==> config.mk <==
export PLATFORM = sky130hd
export DESIGN_NAME = counter_reg_mod_flat
export DESIGN_NICKNAME = d
export VERILOG_FILES = /design/src/rtl/counter_reg_mod_if.sv /design/src/rtl/counter_reg_mod.sv /design/src/flat_wrapper.sv
export SDC_FILE = /design/constraint.sdc
export NUM_CORES = 1
export LEC_CHECK = 0
export CELL_PAD_IN_SITES_DETAIL_PLACEMENT = 0
export CELL_PAD_IN_SITES_GLOBAL_PLACEMENT = 1
export CORE_UTILIZATION = 30
export CTS_CLUSTER_SIZE = 14
export DETAILED_ROUTE_END_ITERATION = 8
export GPL_ROUTABILITY_DRIVEN = 0
export GPL_TIMING_DRIVEN = 0
export PLACE_DENSITY_LB_ADDON = 0.2
export SETUP_SLACK_MARGIN = 0.02
export SYNTH_ARGS = -nofsm -noshare
export SYNTH_HDL_FRONTEND = slang
export SYNTH_SLANG_ARGS = --single-unit
==> constraint.sdc <==
create_clock -name clk -period 2.3 [get_ports clk]
set_clock_uncertainty 0.2 [all_clocks]
set_input_delay 0.23 -clock clk [delete_from_list [all_inputs] [get_ports clk]]
set_output_delay 0.23 -clock clk [all_outputs]
set_load 0.05 [all_outputs]
==> src/rtl/counter_reg_mod_if.sv <==
// Control/status bundle for counter_reg_mod: master drives controls, slave is the counter.
// COUNTER_REG_STICKY_OVF_EN adds the ovf_sticky status line.
interface counter_reg_mod_if #(
  parameter int WIDTH = 4
);
  logic             en;
  logic             clr;
  logic             load;
  logic [WIDTH-1:0] load_data;
  logic             up;
  logic [WIDTH-1:0] cr_data_output;
  logic             tc;
  logic             wrap;
`ifdef COUNTER_REG_STICKY_OVF_EN
  logic             ovf_sticky;
`endif

  modport master (
    output en, clr, load, load_data, up,
`ifdef COUNTER_REG_STICKY_OVF_EN
    input  ovf_sticky,
`endif
    input  cr_data_output, tc, wrap
  );

  modport slave (
    input  en, clr, load, load_data, up,
`ifdef COUNTER_REG_STICKY_OVF_EN
    output ovf_sticky,
`endif
    output cr_data_output, tc, wrap
  );
endinterface

==> src/rtl/counter_reg_mod.sv <==
// Parametrised up/down modulo counter with prescaler, clear, load, tc and wrap pulse.
// Optional sticky overflow flag enabled by defining COUNTER_REG_STICKY_OVF_EN.
module counter_reg_mod #(
  parameter int     WIDTH    = 4,
  parameter longint MODULO   = 16,
  parameter int     PRESCALE = 1
) (
  input  logic             clk,
  input  logic             reset,
  counter_reg_mod_if.slave bus
);

  localparam int               PRE_W   = (PRESCALE > 1) ? $clog2(PRESCALE) : 1;
  localparam logic [WIDTH:0]   MAX_EXT = (WIDTH+1)'(MODULO - 1);
  localparam logic [WIDTH-1:0] MAX_VAL = MAX_EXT[WIDTH-1:0];
  localparam logic [PRE_W-1:0] PRE_TOP = PRE_W'(PRESCALE - 1);

  logic [WIDTH-1:0] r_cnt;
  logic [WIDTH-1:0] w_cnt_next;
  logic [PRE_W-1:0] r_pre_cnt;
  logic [PRE_W-1:0] w_pre_next;
  logic             r_wrap;
  logic             w_wrap_event;
  logic             w_tick;
  logic             w_at_max;
  logic             w_at_zero;
  logic [WIDTH-1:0] w_load_val;

  // Extra top bit keeps MODULO = 2**WIDTH comparisons exact.
  assign w_at_max   = ({1'b0, r_cnt} == MAX_EXT);
  assign w_at_zero  = (r_cnt == '0);
  assign w_tick     = bus.en && (r_pre_cnt == PRE_TOP);
  assign w_load_val = ({1'b0, bus.load_data} > MAX_EXT) ? MAX_VAL : bus.load_data;

  always_comb begin
    w_cnt_next   = r_cnt;
    w_pre_next   = r_pre_cnt;
    w_wrap_event = 1'b0;
    if (bus.clr) begin
      w_cnt_next = '0;
      w_pre_next = '0;
    end else if (bus.load) begin
      w_cnt_next = w_load_val;
      w_pre_next = '0;
    end else begin
      if (bus.en) begin
        w_pre_next = w_tick ? '0 : r_pre_cnt + 1'b1;
      end
      if (w_tick) begin
        if (bus.up) begin
          if (w_at_max) begin
            w_cnt_next   = '0;
            w_wrap_event = 1'b1;
          end else begin
            w_cnt_next = r_cnt + 1'b1;
          end
        end else begin
          if (w_at_zero) begin
            w_cnt_next   = MAX_VAL;
            w_wrap_event = 1'b1;
          end else begin
            w_cnt_next = r_cnt - 1'b1;
          end
        end
      end
    end
  end

  always_ff @(posedge clk or negedge reset) begin
    if (!reset) begin
      r_cnt     <= '0;
      r_pre_cnt <= '0;
      r_wrap    <= 1'b0;
    end else begin
      r_cnt     <= w_cnt_next;
      r_pre_cnt <= w_pre_next;
      r_wrap    <= w_wrap_event;
    end
  end

  assign bus.cr_data_output = r_cnt;
  assign bus.wrap           = r_wrap;
  assign bus.tc             = bus.up ? w_at_max : w_at_zero;

`ifdef COUNTER_REG_STICKY_OVF_EN
  logic r_ovf;

  // Only clr or reset clear the flag; load leaves it alone.
  always_ff @(posedge clk or negedge reset) begin
    if (!reset) begin
      r_ovf <= 1'b0;
    end else if (bus.clr) begin
      r_ovf <= 1'b0;
    end else if (w_wrap_event) begin
      r_ovf <= 1'b1;
    end
  end

  assign bus.ovf_sticky = r_ovf;
`endif

endmodule

==> src/flat_wrapper.sv <==
// flat-port wrapper written by rule: the top's interface ports become plain ports
module counter_reg_mod_flat 
#(
  parameter int     WIDTH    = 4,
  parameter longint MODULO   = 16,
  parameter int     PRESCALE = 1
)
  (clk, reset, bus_en, bus_clr, bus_load, bus_load_data, bus_up, bus_cr_data_output, bus_tc, bus_wrap);
  counter_reg_mod_if #(.WIDTH(WIDTH)) bus_i ();
  input  logic clk;
  input  logic reset;
  input wire logic [$bits(bus_i.en)-1:0] bus_en;
  input wire logic [$bits(bus_i.clr)-1:0] bus_clr;
  input wire logic [$bits(bus_i.load)-1:0] bus_load;
  input wire logic [$bits(bus_i.load_data)-1:0] bus_load_data;
  input wire logic [$bits(bus_i.up)-1:0] bus_up;
  output wire logic [$bits(bus_i.cr_data_output)-1:0] bus_cr_data_output;
  output wire logic [$bits(bus_i.tc)-1:0] bus_tc;
  output wire logic [$bits(bus_i.wrap)-1:0] bus_wrap;
  assign bus_i.en = bus_en;
  assign bus_i.clr = bus_clr;
  assign bus_i.load = bus_load;
  assign bus_i.load_data = bus_load_data;
  assign bus_i.up = bus_up;
  assign bus_cr_data_output = bus_i.cr_data_output;
  assign bus_tc = bus_i.tc;
  assign bus_wrap = bus_i.wrap;
  counter_reg_mod #(.WIDTH(WIDTH), .MODULO(MODULO), .PRESCALE(PRESCALE)) u_core (.clk(clk), .reset(reset), .bus(bus_i));
endmodule
-- Yosys cells after proc, flatten, opt, wreduce, memory -nomap -nowiden
Cells that the tools add are included.
W data, S select, Z words.
- register bits: 6
- bits of input ports: 10
- output and inout port bits: 6
- add/subtract/negate cells: 3
- equality and inequality tests: 1
- muxes and demuxes: 17
- bitwise logic cells: 1
- reduce and logical (&&, ||, !) cells: 4
- operators by type and width (operator ; number):
    $mux W4 ; 6
    $mux W1 ; 11
    $reduce_bool A3 Y1 ; 2
    $add A4 B1 Y4 const B ; 1
    $eq A4 B4 Y1 const B ; 1
    $logic_not A4 Y1 ; 1
    $sub A4 B1 Y4 const B ; 1
    $add A1 B1 Y1 const B ; 1
    $logic_and A1 B1 Y1 ; 1
    $not A1 Y1 ; 1

-- Depth between registers and ports, before layout
Gate-level depths: netlist (run 1).
- depth after elaboration: 6
- depth in mapped cells: 6

-- Least setup slack after synthesis (run 1)
Ideal clock, no wire load.
- kind: reg-to-reg
- from: reg u_core.r_cnt[0], in the netlist u_core.bus.cr_data_output[0]
- to: reg u_core.r_wrap, in the netlist u_core.bus.wrap
- setup time: 0.105 ns
- data arrival time: 2.322 ns
- required time: 1.995 ns
- path slack: -0.328 ns
- cell stages (with the launch flop): 6
- path buffers: 0
- period minus slack after synthesis: 2.628 ns
- cell sequence: dfrtp_1 -> inv_1 -> ha_1 -> or3b_1 -> o21ai_1 -> nor4b_1
- cells in the longest elaborated chain, start to end: 6
- elaborated cells between the ends (all ways): 8
- classes of those cells: eq/ne (1); mux (6); reduce/logical (1)
- ends and longest elaborated chain (element ; line ; text):
    start: declaration ; counter_reg_mod.sv:18 ; logic [WIDTH-1:0] r_cnt;
    start signal: assignment ; counter_reg_mod.sv:75 ; r_cnt <= w_cnt_next;
    $eq A4 B4 Y1 / $logic_not A4 Y1 (equally long branches) ; counter_reg_mod.sv:30, counter_reg_mod.sv:31 ;
    $mux W1 (on tied branches) ; counter_reg_mod.sv:51, counter_reg_mod.sv:58 ;
    $mux W1 * ; counter_reg_mod.sv:50 ; if (bus.up) begin
    $mux W1 * ; counter_reg_mod.sv:49 ; if (w_tick) begin
    $mux W1 * ; counter_reg_mod.sv:42 ; end else if (bus.load) begin
    $mux W1 * ; counter_reg_mod.sv:39 ; if (bus.clr) begin
    net u_core.w_wrap_event ; counter_reg_mod.sv:23 ; logic w_wrap_event;
    end signal: assignment ; counter_reg_mod.sv:77 ; r_wrap <= w_wrap_event;
    end: declaration ; counter_reg_mod.sv:22 ; logic r_wrap;
Mark *: on every way through the listed nets, which the timed path passes. The rest lies on a longest branch.
A chain may end at the register's enable or synchronous reset.

-- Worst setup path in the final report (run 1)
- from: reg u_core.r_cnt[0], in the netlist u_core.bus.cr_data_output[0]
- to: out bus_tc
- cells in the longest elaborated chain, start to end: 2
- elaborated cells between the ends (all ways): 3
- classes of those cells: eq/ne (1); mux (1); reduce/logical (1)
- ends and longest elaborated chain (element ; line ; text):
    $eq A4 B4 Y1 / $logic_not A4 Y1 (equally long branches) ; counter_reg_mod.sv:30, counter_reg_mod.sv:31 ;
    $mux W1 * ; counter_reg_mod.sv:83 ; assign bus.tc = bus.up ? w_at_max : w_at_zero;
    end: declaration ; flat_wrapper.sv:18 ; output wire logic [$bits(bus_i.tc)-1:0] bus_tc;
Mark *: on every way between the ends. The rest lies on a longest branch, timed or not.

==> impl_results.md, run 1 <==
- Run status: finished, final reports clean
- GRT Total Usage: 14.3%
- CP Class: reg -> out
- P_sw: 0.110 mW
- DIE WIDTH: 40.5 um
- Peak supply drop: 0.237 mV
- Die area: 1640 sq um
- First-pass GRT wire length: 1460 um
- Routed vias/inst: 5.25
- Post-Synthesis Cell Area: 445 sq um
- 1st-iter DRT viols: 4
- Post-synthesis sequential area ratio: 33.7%
- Synth Warn #: 0
- Share of cells above drive strength 1: 13.8%
- RSZ-0062 raised after global routing: false
- DP Cell Count: 77
- Routed WL: 966 um
- Logic gate share of total power: 34.0%
- TritonCTS clock tree: yes
- Non-Filler Instances: 80
- Vias in the first global route: 343
- Capturing point of the worst reg2reg path: u_core.bus.cr_data_output[0]
- Dpl hpwl: 735 um
- Final setup viols: 0
- Port Buffers: 14
- # diodes: 0
- Worst R2R Path Depth: 6
- Fin. Hold Viols: 0
- Cell variety after synth: 30
- Area grow syn2layout: 43.8%
- Fillers: 139
- Post-synth top flop: dfrtp_1
- Pwr dens: 520 nW/um^2
- CP max stage delay: 0.45 ns
- Crit path time final: 2.17 ns
- Syn Nets: 60
- Static leakage: 0.263 nW
- Flop pwr share: 37.5%
- First-pass iteration count of the detailed router: 6
- Slew headroom: 67.1%
- Max clock buf depth: 2
- Max Fclk: 0.460 GHz
- Hold Crit Class: in -> async
- Crit. End Element: primary output
- CP required: 1.87 ns
- Remaining antenna violation count: 0
- Setup crit start: u_core.bus.cr_data_output[0]
- Switching share of power: 33.1%
- Die Ht: 40.5 um
- Clk Tree Root Cell: clkbuf_4
- Startpoint types: flip-flop
- Buf/Inv on CP: 2
- Cells after Synth: 48
- Clk_lat worst skew: 0.24 ns
- Initial Util: 33.4%
- H-tree Lvls: 1
- Worst-Margin Slew: 0.492 ns
- Count of pins over their slew limit: 0
- Avg Cell Area, Syn: 9.28 sq um
- Largest net degree at the start of global routing: 11
- Worst-path cell chain: inv_1 > ha_1 > or3b_1 > o21ai_4 > buf_6
- Synth Register Bits: 6
- CTS Buf Count: 3
- GRT overflow: 0
- Final Util: 48.0%
- Initial antenna violation count: 0
- EDFF count, synth: 0
- DRC Markers: 0
- Number of top-level pins: 16
- Tcrit/Tclk final: 94.5%
- CP top delay family: flip-flops
- # rows: 13
- Reg2reg setup slack: 0.32 ns
- Worst-path clk slew: 0.04 ns
- Avg WL per Cell: 12.1 um
- Nets@finish: 79
- Clock Power Share: 28.5%
- Data arrival, critical path: 1.74 ns
- Crit-path max FO: 8
- Via count: 420
- Clock Sinks: 6
- Int Pwr: 0.223 mW
- Core area: 1330 sq um
- Slowest library cell on the worst path: dfrtp_2
- R2r startpoint: u_core.bus.cr_data_output[0]
- FFs w/ async S/R, synth: 100%
- Max-Cap Viols: 0
routing by layer:
metal  up-vias  GRT usage (%)  routed length (um)
met2        16           21.8                 423
li1        216              -                   -
met5         -              0                   0
met1       188           16.4                 451
met3         0           10.0                  91
met4         0           2.50                   0
flip-flops by register name, indices dropped and copies added (netlist names):
| register | count |
|---|---|
| u_core.bus.cr_data_output | 4 |
| u_core.r_pre_cnt | 1 |
| u_core.bus.wrap | 1 |
kinds of logic after synthesis:
group           count (synthesis)  share of synthesized area, %
flops                           6                          33.7
buf+inv                         5                          6.18
mux                             1                          2.25
xor+xnor                        1                          1.97
simple gates                   21                          28.9
compound gates                 12                          21.4
fa+ha+maj                       2                          5.62
area by class of cell:
cell class | count | area [sq um] | share of cell area (%)
flip-flops and latches | 6 | 151 | 23.6
multi-input cells | 37 | 279 | 43.6
well taps | 15 | 18.8 | 2.93
repair buffers | 14 | 141 | 22.1
plain buffers | 3 | 20.0 | 3.13
clock buffers | 3 | 22.5 | 3.52
inverters | 2 | 7.51 | 1.17
per-stage QoR:
step	TNS, ns	power [mW]	instance area (sq um)	hold WS [ns]	worst slack (ns)
after global placement	-0.274	0.239	616	0.291	-0.274
final	0	0.333	641	0.0226	0.126
after CTS	0	0.337	636	0.0318	0.0629
after global routing	0	0.356	641	0.0397	0.0224
after detailed placement	-0.272	0.240	616	0.291	-0.272
after floorplan	0	0.197	457	-0.266	0.0637
repair_timing:
item | 4_1_cts | 5_1_grt
resized for setup | 6 | 2
hold buffers | 0 | 0
setup endpoints to repair | 1 | 1
cloned | 0 | 0
buffers inserted | 0 | 0
power groups by stage:
stage / Combinational, mW / Clock (mW) / Sequential (mW)
5_1_grt: 0.123 / 0.106 / 0.126
3_3_place_gp: 0.113 / 0 / 0.126
6_report: 0.113 / 0.0948 / 0.125
3_5_place_dp: 0.113 / 0 / 0.126
4_1_cts: 0.113 / 0.0987 / 0.125
2_1_floorplan: 0.0535 / 0 / 0.144
cells in the mapped netlist (2+ instances only):
cell / number / area share [%]
inv_1: 2 / 1.7
dfrtp_1: 6 / 34
nor2b_1: 2 / 2.8
nor4b_1: 2 / 3.9
nor3_1: 5 / 5.6
nand2b_1: 2 / 2.8
ha_1: 2 / 5.6
nand3b_1: 2 / 3.4
a31oi_1: 2 / 2.8
nor2_1: 3 / 2.5
placed cells by master (no fill, tap or decap), types with 3 or more instances in the layout:
master	netlist	layout
clkbuf_4	0	3
clkdlybuf4s50_1	0	13
nor2_1	3	3
nor3_1	5	5
dfrtp_1	6	5
worst max path at each step:
stage	endpoint	cells after the start
after floorplan	u_core.bus.wrap	5
after global placement	bus_tc	5
after detailed placement	bus_tc	5
after CTS	bus_tc	5
after global routing	bus_tc	5
final	bus_tc	5
No activity file was read; power rests on OpenSTA's default activity.
==> run 2, diff against run 1 <==
--- a/config.mk
+++ b/config.mk
@@ -5,9 +5,10 @@
 export SDC_FILE = /design/constraint.sdc
 export NUM_CORES = 1
 export LEC_CHECK = 0
+export ABC_AREA = 1
 export CELL_PAD_IN_SITES_DETAIL_PLACEMENT = 0
 export CELL_PAD_IN_SITES_GLOBAL_PLACEMENT = 1
-export CORE_UTILIZATION = 30
+export CORE_UTILIZATION = 29
 export CTS_CLUSTER_SIZE = 14
 export DETAILED_ROUTE_END_ITERATION = 8
 export GPL_ROUTABILITY_DRIVEN = 0
==> run 2 against run 1 <==
Against the previous run: die area is 8.3% higher; combinational power is 26% higher; via count is 13% higher; synthesized cell count is 40% higher; core utilization is 4.5 points lower; first-iteration DRC count is 50% higher; hold slack worse by 0.0032 ns; critical endpoint unchanged; clock power is 1% higher; critical path depth stayed put; total power is 9.1% higher.
==> impl_results.md, run 2 <==
- Run status: finished, final reports clean
- Avg WL per Cell: 9.52 um
- Switching share of power: 36.8%
- Leading cell types in the layout, fill and taps excluded: nand2_1 (19), clkdlybuf4s50_1 (14), nor2_1 (7)
- Peak supply drop: 0.401 mV
- Number of top-level pins: 16
- Avg Cell Area, Syn: 6.98 sq um
- Worst-path clk slew: 0.04 ns
- Final worst setup slack: 0.261 ns
- Pwr dens: 554 nW/um^2
- Synth Register Bits: 6
- Vias in the first global route: 453
- Static leakage: 0.320 nW
- Post-Synthesis Cell Area: 468 sq um
- DRC Markers: 0
- Dpl hpwl: 752 um
- Data arrival, critical path: 1.61 ns
- Largest register FFs: 4
- Post-synth top cells: nand2_1 (19), nor2_1 (7), dfrtp_1 (6), nand3_1 (6), inv_1 (5)
- TritonCTS clock tree: yes
- Routed WL: 962 um
- Tcrit/Tclk final: 88.7%
- Largest net degree at the start of global routing: 11
- Synth Warn #: 0
- Max-Cap Viols: 0
- DIE WIDTH: 42.2 um
- Crit path time final: 2.04 ns
- Post-synth top flop: dfrtp_1
- Die area: 1780 sq um
- Area share of the largest cell type after synthesis: 32.1%
- Clk Tree Root Cell: clkbuf_4
- Final setup TNS: 0 ns
- Hold Crit Class: in -> async
- Port Buffers: 15
- Clk_lat worst skew: 0.24 ns
- Remaining antenna violation count: 0
- RSZ-0062 raised after global routing: false
- Synth area leaders: dfrtp_1 (32%), nand2_1 (15%), nand3_1 (6.4%)
- Post-synth top area cell: dfrtp_1
- Area grow syn2layout: 40.1%
- EDFF count, synth: 0
- Pre-CTS WS: -0.105 ns
- Via count: 473
- PnR Total Power: 0.363 mW
- Hold_buf cts: 0
- GRT Total Usage: 13.6%
- CP required: 1.87 ns
- Core area: 1510 sq um
- # rows: 14
- Cells after Synth: 67
- Most common cell in the synthesized netlist: nand2_1
- Slew headroom: 66.9%
- First-pass GRT wire length: 1810 um
- FFs w/ async S/R, synth: 100%
- CTS Buf Count: 3
- Initial antenna violation count: 0
- First-pass iteration count of the detailed router: 4
- # diodes: 0
- Post-synthesis sequential area ratio: 32.1%
- Flop pwr share: 34.4%
- Routed vias/inst: 4.68
- Startpoint types: flip-flop
- Initial Util: 31.1%
- Max Fclk: 0.490 GHz
- Logic gate share of total power: 39.2%
- P_sw: 0.134 mW
- Final setup viols: 0
- Share of cells above drive strength 1: 17.6%
- H-tree Lvls: 1
- Die Ht: 42.2 um
- Syn Nets: 79
- Crit. End Element: primary output
- Worst-Margin Slew: 0.495 ns
- Max clock buf depth: 2
- Cell variety after synth: 22
- Clock Power Share: 26.4%
- 1st-iter DRT viols: 6
- Final Util: 43.5%
- CP Class: reg -> out
- Int Pwr: 0.230 mW
- Count of pins over their slew limit: 0
- Clock Sinks: 6
- Commonest non-fill, non-tap cell in the layout: nand2_1
- GRT overflow: 0
- Crit-path max FO: 6
- Fin. Hold Viols: 0
- Worst hold margin: 0.0194 ns
- Nets@finish: 99
[run 2: cell types whose count changed after synthesis, moves of 3 or more]
cell and change:
nor3_1 -4, inv_1 +3, nand2_1 +18, inv_2 +3, nor2_1 +4, nand3_1 +6
[run 2: cell families (layout without fill, tap and decap cells)]
kind of cell    Yosys count  in the layout  share of synthesized area [%]
compound gates            8              8                           10.2
flops                     6              6                           32.1
simple gates             41             41                           42.2
fa+ha+maj                 2              2                           5.35
buf+inv                  10             28                           10.2
[run 2: layout make-up]
type	count	area (sq um)
buffer	1	11.3
clock buffer	3	22.5
fill	163	851
inverter	9	36.3
multi-input combinational	51	270
sequential	6	150
tap	16	20.0
timing repair buffer	15	145
[run 2: stage by stage]
step | area (sq um) | instances
floorplan | 468 | 67
global route | 656 | 101
detailed placement | 638 | 98
CTS | 661 | 101
finish | 656 | 101
global placement | 638 | 98
[run 2: worst max-delay path: stages (launching register included)]
cell and delay, ns:
dfrtp_1 0.46, ha_1 0.28, nand4_1 0.13, and2_4 0.20
inv_2 0.04, clkbuf_2 0.26
[run 2: path summary, 6_finish.rpt]
kind                                                   start                           end  slack (ns)  depth (start not counted)
worst min register to register              u_core.r_pre_cnt              u_core.r_pre_cnt        0.30                          2
max in group asynchronous                              reset              u_core.r_pre_cnt        1.68                          1
worst max-delay path            u_core.bus.cr_data_output[1]                        bus_tc        0.26                          5
worst min-delay path                                   reset  u_core.bus.cr_data_output[3]        0.02                          1
worst max register to register  u_core.bus.cr_data_output[1]  u_core.bus.cr_data_output[2]        0.64                          7
min in group clk                            u_core.r_pre_cnt              u_core.r_pre_cnt        0.30                          2
[run 2: what timing repair did]
action / 4_1_cts / 5_1_grt
buffers inserted: 0 / 0
pin swaps: 0 / 0
gates resized for setup: 2 / 1
hold endpoints to repair: 0 / 0
endpoints found under the setup margin: 1 / 1
[run 2: power groups by stage]
stage	clock network [mW]	registers, mW	logic, mW
6_report	0.0959	0.125	0.142
5_1_grt	0.108	0.127	0.160
4_1_cts	0.101	0.125	0.145
3_5_place_dp	0	0.127	0.145
3_3_place_gp	0	0.127	0.145
2_1_floorplan	0	0.151	0.0701
[run 2: metal layers]
layer	vias to the layer above	track usage (%)	routed length, um
li1	253	-	-
met2	19	22.2	458
met5	-	0	0
met1	201	16.7	443
met4	0	3.75	0
met3	0	5.17	60
==> run 3, diff against run 2 <==
--- a/config.mk
+++ b/config.mk
@@ -12,7 +12,6 @@
 export CTS_CLUSTER_SIZE = 14
 export DETAILED_ROUTE_END_ITERATION = 8
 export GPL_ROUTABILITY_DRIVEN = 0
-export GPL_TIMING_DRIVEN = 0
 export PLACE_DENSITY_LB_ADDON = 0.2
 export SETUP_SLACK_MARGIN = 0.02
 export SYNTH_ARGS = -nofsm -noshare
==> run 3 against run 2 <==
Against the previous run: total power grew 0.12%; final cell count shrank 0.99%; wire length grew 6.9%; critical endpoint is now bus_cr_data_output[2]; largest power group unchanged.
==> impl_results.md, run 3 (synthesized netlist as in run 2, its figures left out) <==
- Cell area after layout: 659 sq um
- Port Buffers: 15
- Clk Tree Root Cell: clkbuf_4
- Crit-path max FO: 10
- TritonCTS clock tree: yes
- Final setup viols: 0
- DRC Markers: 0
- Register area: 150 sq um
- Avg WL per Cell: 10.3 um
- Via count: 489
- Dpl hpwl: 786 um
- Routed WL: 1030 um
- # diodes: 0
- M1 wire length: 440 um
- CP max stage delay: 0.87 ns
- Routed vias/inst: 4.89
- Final Util: 43.8%
- RSZ-0062 raised after global routing: false
- Max Fclk: 0.481 GHz
- Nets@finish: 98
- Largest net degree at the start of global routing: 11
- Core area: 1510 sq um
- Initial Util: 31.1%
- Static leakage: 0.317 nW
- CP top delay family: buffers and inverters
- Clock Sinks: 6
- Slowest library cell on the worst path: clkdlybuf4s50_1
- Peak supply drop: 0.411 mV
- Share of cells above drive strength 1: 16.7%
- Final setup TNS: 0 ns
- Die area: 1780 sq um
- GRT Total Usage: 14.2%
- Pwr dens: 552 nW/um^2
- CP required: 1.87 ns
- Highest metal used: met4
- Max clock buf depth: 2
- Hold Crit Class: in -> async
- Buf/Inv on CP: 1
- Data arrival, critical path: 1.65 ns
- Setup Buffers After CTS: 0
- Startpoint types: flip-flop
- Count of pins over their slew limit: 0
- CTS resizes: 0
- Die Ht: 42.2 um
- Slew headroom: 67.2%
- Initial antenna violation count: 0
- Run status: finished, final reports clean
- CP Class: reg -> out
- GRT overflow: 0
- Max-Cap Viols: 0
- CTS Buf Count: 3
- Fin. Hold Viols: 0
- H-tree Lvls: 1
- Fillers: 165
- Hold_buf cts: 0
- Worst-path cell chain: clkdlybuf4s50_1
- First-pass iteration count of the detailed router: 4
- Area grow syn2layout: 40.9%
- Crit. End Element: primary output
- Area occupied by multi-input gates: 270 sq um
- Remaining antenna violation count: 0
- Largest register FFs: 4
- Clk_lat worst skew: 0.24 ns
- Detail Route met3 WL: 64 um
- Commonest non-fill, non-tap cell in the layout: nand2_1
- Dpl cell area: 637 sq um
- Worst-path clk slew: 0.04 ns
- Vias in the first global route: 456
- Tcrit/Tclk final: 90.3%
- First-pass GRT wire length: 1860 um
- Number of top-level pins: 16
- DIE WIDTH: 42.2 um
- Crit path time final: 2.08 ns
- # rows: 14
- 1st-iter DRT viols: 8
- Worst-Margin Slew: 0.491 ns
- Met2 Routed Length: 510 um
- Leading cell types in the layout, fill and taps excluded: nand2_1 (19), clkdlybuf4s50_1 (14), nor2_1 (7)
[run 3: report_power, final]
part	internal [mW]	total, mW	switching (mW)
sequential	0.113	0.129	0.0157
combinational	0.0593	0.142	0.0822
clock	0.0588	0.0931	0.0343
[run 3: worst paths after layout]
check / from / cells after the start / slack (ns) / to
max: u_core.bus.cr_data_output[2] / 1 / 0.22 / bus_cr_data_output[2]
min: reset / 1 / 0.03 / u_core.bus.wrap
max reg2reg: u_core.bus.cr_data_output[1] / 7 / 0.64 / u_core.bus.cr_data_output[2]
min reg2reg: u_core.r_pre_cnt / 2 / 0.29 / u_core.r_pre_cnt
max in group asynchronous: reset / 1 / 1.66 / u_core.bus.cr_data_output[1]
min in group clk: u_core.r_pre_cnt / 2 / 0.29 / u_core.r_pre_cnt
[run 3: metrics by stage]
| stage | total power [mW] | cells | setup slack [ns] | hold slack (ns) |
|---|---|---|---|---|
| after floorplan | 0.221 | 67 | 0.349 | -0.266 |
| after detailed placement | 0.273 | 97 | 0.461 | 0.288 |
| after CTS | 0.371 | 100 | 0.197 | 0.0247 |
| after global placement | 0.273 | 97 | 0.483 | 0.276 |
| final | 0.364 | 100 | 0.222 | 0.0274 |
| after global routing | 0.391 | 100 | 0.156 | 0.0412 |
[run 3: per-layer routing]
layer,vias up,global-route usage (%)
met5,-,0
met4,0,10.0
met3,2,4.31
met2,19,20.9
met1,216,17.4
li1,252,-
[run 3: cell type report]
class	count	area share, %
Multi-Input combinational cell	51	41.0
Timing Repair Buffer	15	24.3
Sequential cell	6	22.8
Inverter	9	5.50
Clock buffer	3	3.42
Tap cell	16	3.04
